File: config.mk
export PLATFORM = sky130hd
export DESIGN_NAME = mem_arbiter
export DESIGN_NICKNAME = d
export VERILOG_FILES = /design/src/rtl/femto_bus_pkg.sv /design/src/rtl/rr_arbiter2.sv /design/src/rtl/mem_arbiter.sv
export SDC_FILE = /design/constraint.sdc
export NUM_CORES = 1
export LEC_CHECK = 0
export CAP_MARGIN = 20
export CELL_PAD_IN_SITES_DETAIL_PLACEMENT = 0
export CELL_PAD_IN_SITES_GLOBAL_PLACEMENT = 1
export CORE_ASPECT_RATIO = 0.9
export CORE_UTILIZATION = 25
export CTS_CLUSTER_DIAMETER = 150
export DETAILED_ROUTE_END_ITERATION = 7
export PLACE_DENSITY_LB_ADDON = 0.1
export SETUP_SLACK_MARGIN = 0.4
export SYNTH_ARGS = -nofsm -noshare
export SYNTH_HDL_FRONTEND = slang
export SYNTH_HIERARCHICAL = 1
export SYNTH_SLANG_ARGS = --single-unit
File: constraint.sdc
create_clock -name clk_i -period 2.8 [get_ports clk_i]
set_clock_uncertainty 0.2 [all_clocks]
set_input_delay 0.84 -clock clk_i [delete_from_list [all_inputs] [get_ports clk_i]]
set_output_delay 0.84 -clock clk_i [all_outputs]
set_load 0.03 [all_outputs]
File: src/rtl/femto_bus_pkg.sv
// Shared types for the two-port memory arbiter: FSM states, port count,
// and the port-index / one-hot grant types.
package femto_bus_pkg;

    localparam int NUM_PORTS = 2;

    typedef enum logic [1:0] {
        ST_IDLE   = 2'd0,
        ST_ACCESS = 2'd1,
        ST_RESP   = 2'd2
    } state_e;

    // Port index (also used as the round-robin pointer) and one-hot grant vector.
    typedef logic                 port_t;
    typedef logic [NUM_PORTS-1:0] grant_t;

endpackage

File: src/rtl/rr_arbiter2.sv
// Two-way round-robin pick, purely combinational, zero latency.
// A lone requester always wins; on contention ptr_i names the winner.
module rr_arbiter2
    import femto_bus_pkg::*;
(
    input  grant_t req_i,
    input  port_t  ptr_i,
    output grant_t grant_o
);

    always_comb begin
        grant_o = req_i;
        if (&req_i) begin
            grant_o = ptr_i ? 2'b10 : 2'b01;
        end
    end

endmodule

File: src/rtl/mem_arbiter.sv
// Shares one single-cycle RAM between a CPU port and a loader port.
// Fixed latency: REQ at t, MEM_EN at t+1, ACK at t+2; requests are only sampled in IDLE.
module mem_arbiter
    import femto_bus_pkg::*;
#(
    parameter int ADDR_W = 32,
    parameter int DATA_W = 32
) (
    input  logic                clk_i,
    input  logic                reset_i,
    input  logic                req0_i,
    input  logic                req1_i,
    input  logic [DATA_W/8-1:0] wmask0_i,
    input  logic [DATA_W/8-1:0] wmask1_i,
    input  logic [ADDR_W-1:0]   addr0_i,
    input  logic [ADDR_W-1:0]   addr1_i,
    input  logic [DATA_W-1:0]   wdata0_i,
    input  logic [DATA_W-1:0]   wdata1_i,
    output logic                ack0_o,
    output logic                ack1_o,
    output logic [DATA_W-1:0]   rdata_o,
    output logic                mem_en_o,
    output logic [DATA_W/8-1:0] mem_wmask_o,
    output logic [ADDR_W-1:0]   mem_addr_o,
    output logic [DATA_W-1:0]   mem_wdata_o,
    input  logic [DATA_W-1:0]   mem_rdata_i
);

    localparam int MASK_W = DATA_W / 8;

    state_e              state_q, state_d;
    port_t               ptr_q, ptr_d;
    port_t               owner_q, owner_d;
    logic [MASK_W-1:0]   wmask_q, wmask_d;
    logic [ADDR_W-1:0]   addr_q, addr_d;
    logic [DATA_W-1:0]   wdata_q, wdata_d;

    grant_t req_vec;
    grant_t grant;
    logic   in_access;
    logic   in_resp;

    assign req_vec = {req1_i, req0_i};

    rr_arbiter2 u_rr (
        .req_i   (req_vec),
        .ptr_i   (ptr_q),
        .grant_o (grant)
    );

    always_comb begin
        state_d = state_q;
        ptr_d   = ptr_q;
        owner_d = owner_q;
        wmask_d = wmask_q;
        addr_d  = addr_q;
        wdata_d = wdata_q;
        case (state_q)
            ST_IDLE: begin
                if (|req_vec) begin
                    state_d = ST_ACCESS;
                    owner_d = grant[1];
                    if (grant[0]) begin
                        wmask_d = wmask0_i;
                        addr_d  = addr0_i;
                        wdata_d = wdata0_i;
                    end else begin
                        wmask_d = wmask1_i;
                        addr_d  = addr1_i;
                        wdata_d = wdata1_i;
                    end
                end
            end
            ST_ACCESS: state_d = ST_RESP;
            ST_RESP: begin
                state_d = ST_IDLE;
                // Hand priority to the other port so neither waits behind two foreign accesses.
                ptr_d   = ~owner_q;
            end
            default: state_d = ST_IDLE;
        endcase
    end

    always_ff @(posedge clk_i) begin
        if (reset_i) begin
            state_q <= ST_IDLE;
            ptr_q   <= 1'b0;
            owner_q <= 1'b0;
            wmask_q <= '0;
            addr_q  <= '0;
            wdata_q <= '0;
        end else begin
            state_q <= state_d;
            ptr_q   <= ptr_d;
            owner_q <= owner_d;
            wmask_q <= wmask_d;
            addr_q  <= addr_d;
            wdata_q <= wdata_d;
        end
    end

    // Reset gates the outputs immediately so an access caught mid-flight never strobes the RAM or ACKs.
    assign in_access = (state_q == ST_ACCESS) && !reset_i;
    assign in_resp   = (state_q == ST_RESP) && !reset_i;

    assign mem_en_o    = in_access;
    assign mem_wmask_o = in_access ? wmask_q : '0;
    assign mem_addr_o  = in_access ? (addr_q >> 2) : '0;
    assign mem_wdata_o = in_access ? wdata_q : '0;

    assign ack0_o  = in_resp && !owner_q;
    assign ack1_o  = in_resp && owner_q;
    assign rdata_o = in_resp ? mem_rdata_i : '0;

endmodule

## Yosys cells after proc, flatten, opt, wreduce, memory -nomap -nowiden

Cells that the tools add are included.
Widths: inputs -> output; s select.

| storage, ports and cells | value |
|---|---|
| register bits | 72 |
| logic and storage cells | 31 |

| cells by class | value |
|---|---|
| mux-type cells | 11 |
| eq/ne operators | 3 |
| bitwise gates (word level) | 1 |
| reduce and logical (&&, ||, !) cells | 10 |

Operators with widths:

| cell | count |
|---|---|
| $mux 32 | 4 |
| $mux 30 | 1 |
| $mux 4 | 2 |
| $mux 2 | 3 |
| $logic_and 1x1->1 | 4 |
| $pmux 2 s2 | 1 |
| $reduce_and 2->1 | 2 |
| $eq 2x1->1 const B | 1 |
| $eq 2x2->1 const B | 1 |
| $logic_not 1->1 | 2 |
| $logic_not 2->1 | 1 |
| $ne 2x2->1 const B | 1 |
| $reduce_or 2->1 | 1 |
| $not 1->1 | 1 |

## Depth between registers and ports, before layout

| logic depth | value |
|---|---|
| depth in word-level cells | 3 |
| depth in mapped cells | 7 |
| mapped depth without buffers | 4 |

## Hierarchy

The synthesis kept the hierarchy.

By module, submodules not included:

| module | area an instance (um^2) | instances | cells an instance | seq. area each (um^2) |
|---|---|---|---|---|
| mem_arbiter | 4007.6 | 1 | 434 | 1401.3 |
| rr_arbiter2 | 18.8 | 1 | 3 | 0.0 |

## Worst setup path after synthesis

Ideal clock, no wire load.

| path | value |
|---|---|
| kind | input-to-output |
| start | in reset_i |
| end | out mem_wdata_o[22] |
| stages on the path | 4 |
| path slack | -0.261 ns |
| data required time | 1.760 ns |
| data arrival time | 2.021 ns |
| cell sequence | buf_2 -> nor3b_2 -> clkbuf_1 -> and2_1 |

| between the ends | value |
|---|---|
| word-level cells in the longest chain between the ends | 3 |

Ends and longest elaborated chain:

| item | RTL line | source |
|---|---|---|
| start, declared | mem_arbiter.sv:10 | `input logic reset_i,` |
| $logic_not 1->1 | mem_arbiter.sv:103 | `assign in_access = (state_q == ST_ACCESS) && !reset_i;` |
| $logic_and 1x1->1 | mem_arbiter.sv:103 |  |
| via mem_en_o | mem_arbiter.sv:22 | `output logic mem_en_o,` |
| $mux 32 | mem_arbiter.sv:109 | `assign mem_wdata_o = in_access ? wdata_q : '0;` |
| end, declared | mem_arbiter.sv:25 | `output logic [DATA_W-1:0] mem_wdata_o,` |

The timed path passes the listed nets, and every way through them passes these cells.

## Worst setup path in the final report

| path | value |
|---|---|
| start | in reset_i |
| end | out mem_addr_o[10] |

| between the ends | value |
|---|---|
| word-level cells in the longest chain between the ends | 3 |

Ends and longest elaborated chain:

| item | RTL line | source |
|---|---|---|
| $logic_not 1->1 | mem_arbiter.sv:103 |  |
| $logic_and 1x1->1 | mem_arbiter.sv:103 |  |
| $mux 30 | mem_arbiter.sv:108 | `assign mem_addr_o = in_access ? (addr_q >> 2) : '0;` |
| end, declared | mem_arbiter.sv:24 | `output logic [ADDR_W-1:0] mem_addr_o,` |

Every way passes these cells.

==> summary.txt <==
Hold path
  – Hold depth: 2
  – Type of the most critical hold path: flop to flop
  – WHS Endpoint: wmask_q[1]$_SDFFE_PP0P_
  – Hold Startpoint: wmask_q[1]$_SDFFE_PP0P_

Placed design
  – Placed cell area: slightly below 7000 µm²
  – Placed insts: 870
  – Pre-CTS setup slack: -0.106 ns
  – Post-DP HPWL: 9800 µm
  – PortBufs: 268
  – GPL Wtd Cong: 0.702

Worst setup path
  – FF-to-FF End: addr_q[23]$_SDFFE_PP0P_
  – Crit-path cells: buf_8 > nor3b_4 > buf_6 > buf_16 > and2_4 > buf_12
  – Worst reg2reg startpoint: state_q[1]$_SDFFE_PP0P_
  – Critical path endpoint category: output pin
  – Crit-path slowest cell: nor3b_4
  – CP required: 1.76 ns
  – FF-to-FF setup slack: 0.93 ns
  – CP max FO: 11
  – Crit start category: primary input
  – CP peak stage delay: 0.21 ns
  – Data arrival, critical path: 1.78 ns
  – Crit Path Class: primary input to output pin
  – Worst reg-to-reg path cell count: 4

Pwr
  – Clock power frac: 33.2%
  – Peak supply drop: 0.249 mV
  – Switching share of total power: between 20 and 30%
  – Cell area power density: 410 nW/µm²
  – Part of the power in registers: 36.0%
  – Pwr Total: 3.25 mW
  – Combinational power share: 30.7%
  – Leak Pwr: ~3.3 nW
  – Int Pwr: 2.33 mW
  – NetSw: around 0.92 mW

Cells and area
  – Ant diodes: 0
  – Layout cells sized above 1: 41.3%
  – Area grow syn2layout: 97.0%
  – Fill cell count: 1,403
  – Post-route non-filler standard cell count: 901
  – Final net count: 866
  – Final instance area: 7930 µm²

Die
  – IO Pins: 275
  – Core Area: 15,500 µm²
  – Die W: 136 µm
  – Row cnt: 43
  – Full die area: approximately 17,000 µm²
  – Chip Height: 122 µm
  – Initial core utilization: 25.9%

Flow run
  – Max_cap viols: 0

Clock tree
  – TritonCTS clock tree: done
  – Htree depth: 3
  – Post-CTS Hold Buffers: 0
  – Worst-Skew Late Latency: 0.32 ns
  – Num CTS Buffers: 9
  – Sink Count: 70
  – Worst-path clk slew: around 0.05 ns
  – Root buf cell: clkbuf_16
  – Longest Clk Path Bufs: 2

Synth
  – Synth Cell Area: 4030 µm²
  – Post-synthesis sequential area ratio: between 30% and 40%
  – Ys Warns: 6
  – #FFs+latches synth: 70
  – Syn Inst Count: about 440
  – Yosys cell types: 24
  – Avg Cell Area, Syn: 9.21 µm²

STA
  – Fin. Hold Viols: 0
  – Tmin final: 2.82 ns
  – Min Hold Slack: approximately 0.32 ns
  – Worst Tran Pin Value: 0.817 ns
  – Slew Limit Headroom: 45.5%
  – RSZ-0062 raised after global routing: yes
  – PnR worst setup slack: -0.0183 ns
  – Final-report setup violation count: 16
  – Slew Viols, Final: 0
  – Max Clk Rate: approximately 350 MHz
  – Final period utilization: 101%

Status
  – Failing checks: setup timing
  – Status: complete, but fails checks

Routing
  – Mean routed wirelength per cell: 16.3 µm
  – Initial DRC Count: between 150 and 200
  – Vias: 4,162
  – Detail Route Antenna Nets: 0
  – Vias per cell: 4.62
  – Residual DRC: 0
  – First-pass DRT Iterations: 4
  – Final wirelength: 14,700 µm

Global routing
  – GRT Total Usage: 16.6%
  – Initial antenna violation count: 0
  – First-pass GRT wire length: approximately 21,000 µm
  – Grt ovf: 0
  – Pin count of the biggest net entering global routing: between 60 and 70
  – Vias in the first global route: roughly 4,100
-- critical path: cells and delay by family --
family / cells / cell delay [ns]
buffers and inverters: 4 / 0.56
AND/OR/NAND/NOR: 2 / 0.36
-- flip-flops by register name (all words and copies together), names as in the netlist --
register  flops
ptr_q         1
addr_q       30
wdata_q      32
owner_q       1
wmask_q       4
state_q       2
-- kinds of logic after synthesis --
logic type	count (synthesis)	share of synthesized area [%]
mux	66	16.4
buf+inv	52	6.37
flops	70	34.8
other cells	1	0.0931
compound gates	137	25.1
simple gates	111	17.2
-- repair_timing --
item | 4_1_cts | 5_1_grt
gates cloned | 3 | 4
pin swaps | 13 | 28
setup buffers | 5 | 3
endpoints found under the setup margin | 101 | 110
gates resized for setup | 90 | 71
-- through the flow --
step | util [%] | setup TNS, ns
2_1_floorplan | - | 0
3_3_place_gp | 44.4 | -4.70
3_5_place_dp | 44.4 | -5.32
4_1_cts | 49.0 | -0.0785
5_1_grt | 51.0 | -3.34
6_report | 51.0 | -0.136
-- synth_stat cells --
library cell	number	area [µm²]
a211oi_1	36	270
buf_1	2	7.51
inv_1	1	3.75
dfxtp_1	70	1400
nand3_1	1	5.00
nor3_1	1	5.00
a21bo_2	1	10.0
buf_6	4	45.0
a21boi_1	2	15.0
nand2b_1	1	6.26
nor3b_2	1	12.5
nor2b_1	1	6.26
clkbuf_2	1	5.00
or2_1	1	6.26
nor3b_1	2	15.0
mux2i_1	66	661
clkbuf_1	26	97.6
and2_1	100	626
a211oi_2	30	375
conb_1	1	3.75
nor2_1	3	11.3
a21oi_1	68	340
buf_4	3	22.5
buf_2	15	75.1
-- metal layers --
layer / track usage, % / up-vias / part of all wire [%]
met4: 5.62 / 0 / 1.2
met1: 19.0 / 1913 / 39
met5: 0 / - / 0
met2: 29.6 / 172 / 51
met3: 4.79 / 13 / 8.8
li1: - / 2064 / -
-- worst max path at each step --
stage	start	cells after the start	to
global route	reset_i	6	rdata_o[25]
floorplan	reset_i	5	mem_addr_o[21]
CTS	reset_i	6	mem_addr_o[10]
detailed placement	reset_i	5	mem_addr_o[6]
finish	reset_i	6	mem_addr_o[10]
global placement	reset_i	5	mem_addr_o[6]
-- power by group through the flow --
stage	Sequential, mW	Combinational (mW)	Clock, mW
after floorplan	1.17	0.528	0
after global placement	1.19	0.900	0
after detailed placement	1.19	0.911	0
after CTS	1.17	0.972	1.12
after global routing	1.19	1.07	1.16
final	1.17	0.998	1.08
-- placed cells by master, fill, tap and decap left out, drive strengths merged --
cell type      instances
buf                  127
a21bo                  1
conb                   2
nor2b                  1
a211oi                66
a21boi                 2
mux2i                 66
or2                    1
nor3                   1
dfxtp                 70
clkdlybuf4s50        165
a21oi                 68
and2                 100
nand3                  1
clkinv                 4
dlymetal6s2s           1
inv                    1
nand2b                 1
clkbuf                15
nor3b                  3
nor2                   3
-- cell type report --
| class | count | area [µm²] | share of cell area (%) |
|---|---|---|---|
| Clock buffer | 12 | 267 | 3.36 |
| Tap cell | 202 | 253 | 3.19 |
| Timing Repair Buffer | 296 | 3330 | 42.0 |
| Inverter | 1 | 3.75 | 0.0473 |
| Sequential cell | 70 | 1400 | 17.7 |
| Clock inverter | 4 | 20.0 | 0.252 |
| Multi-Input combinational cell | 316 | 2660 | 33.5 |
Note: power is estimated with default switching activity, not from simulation.
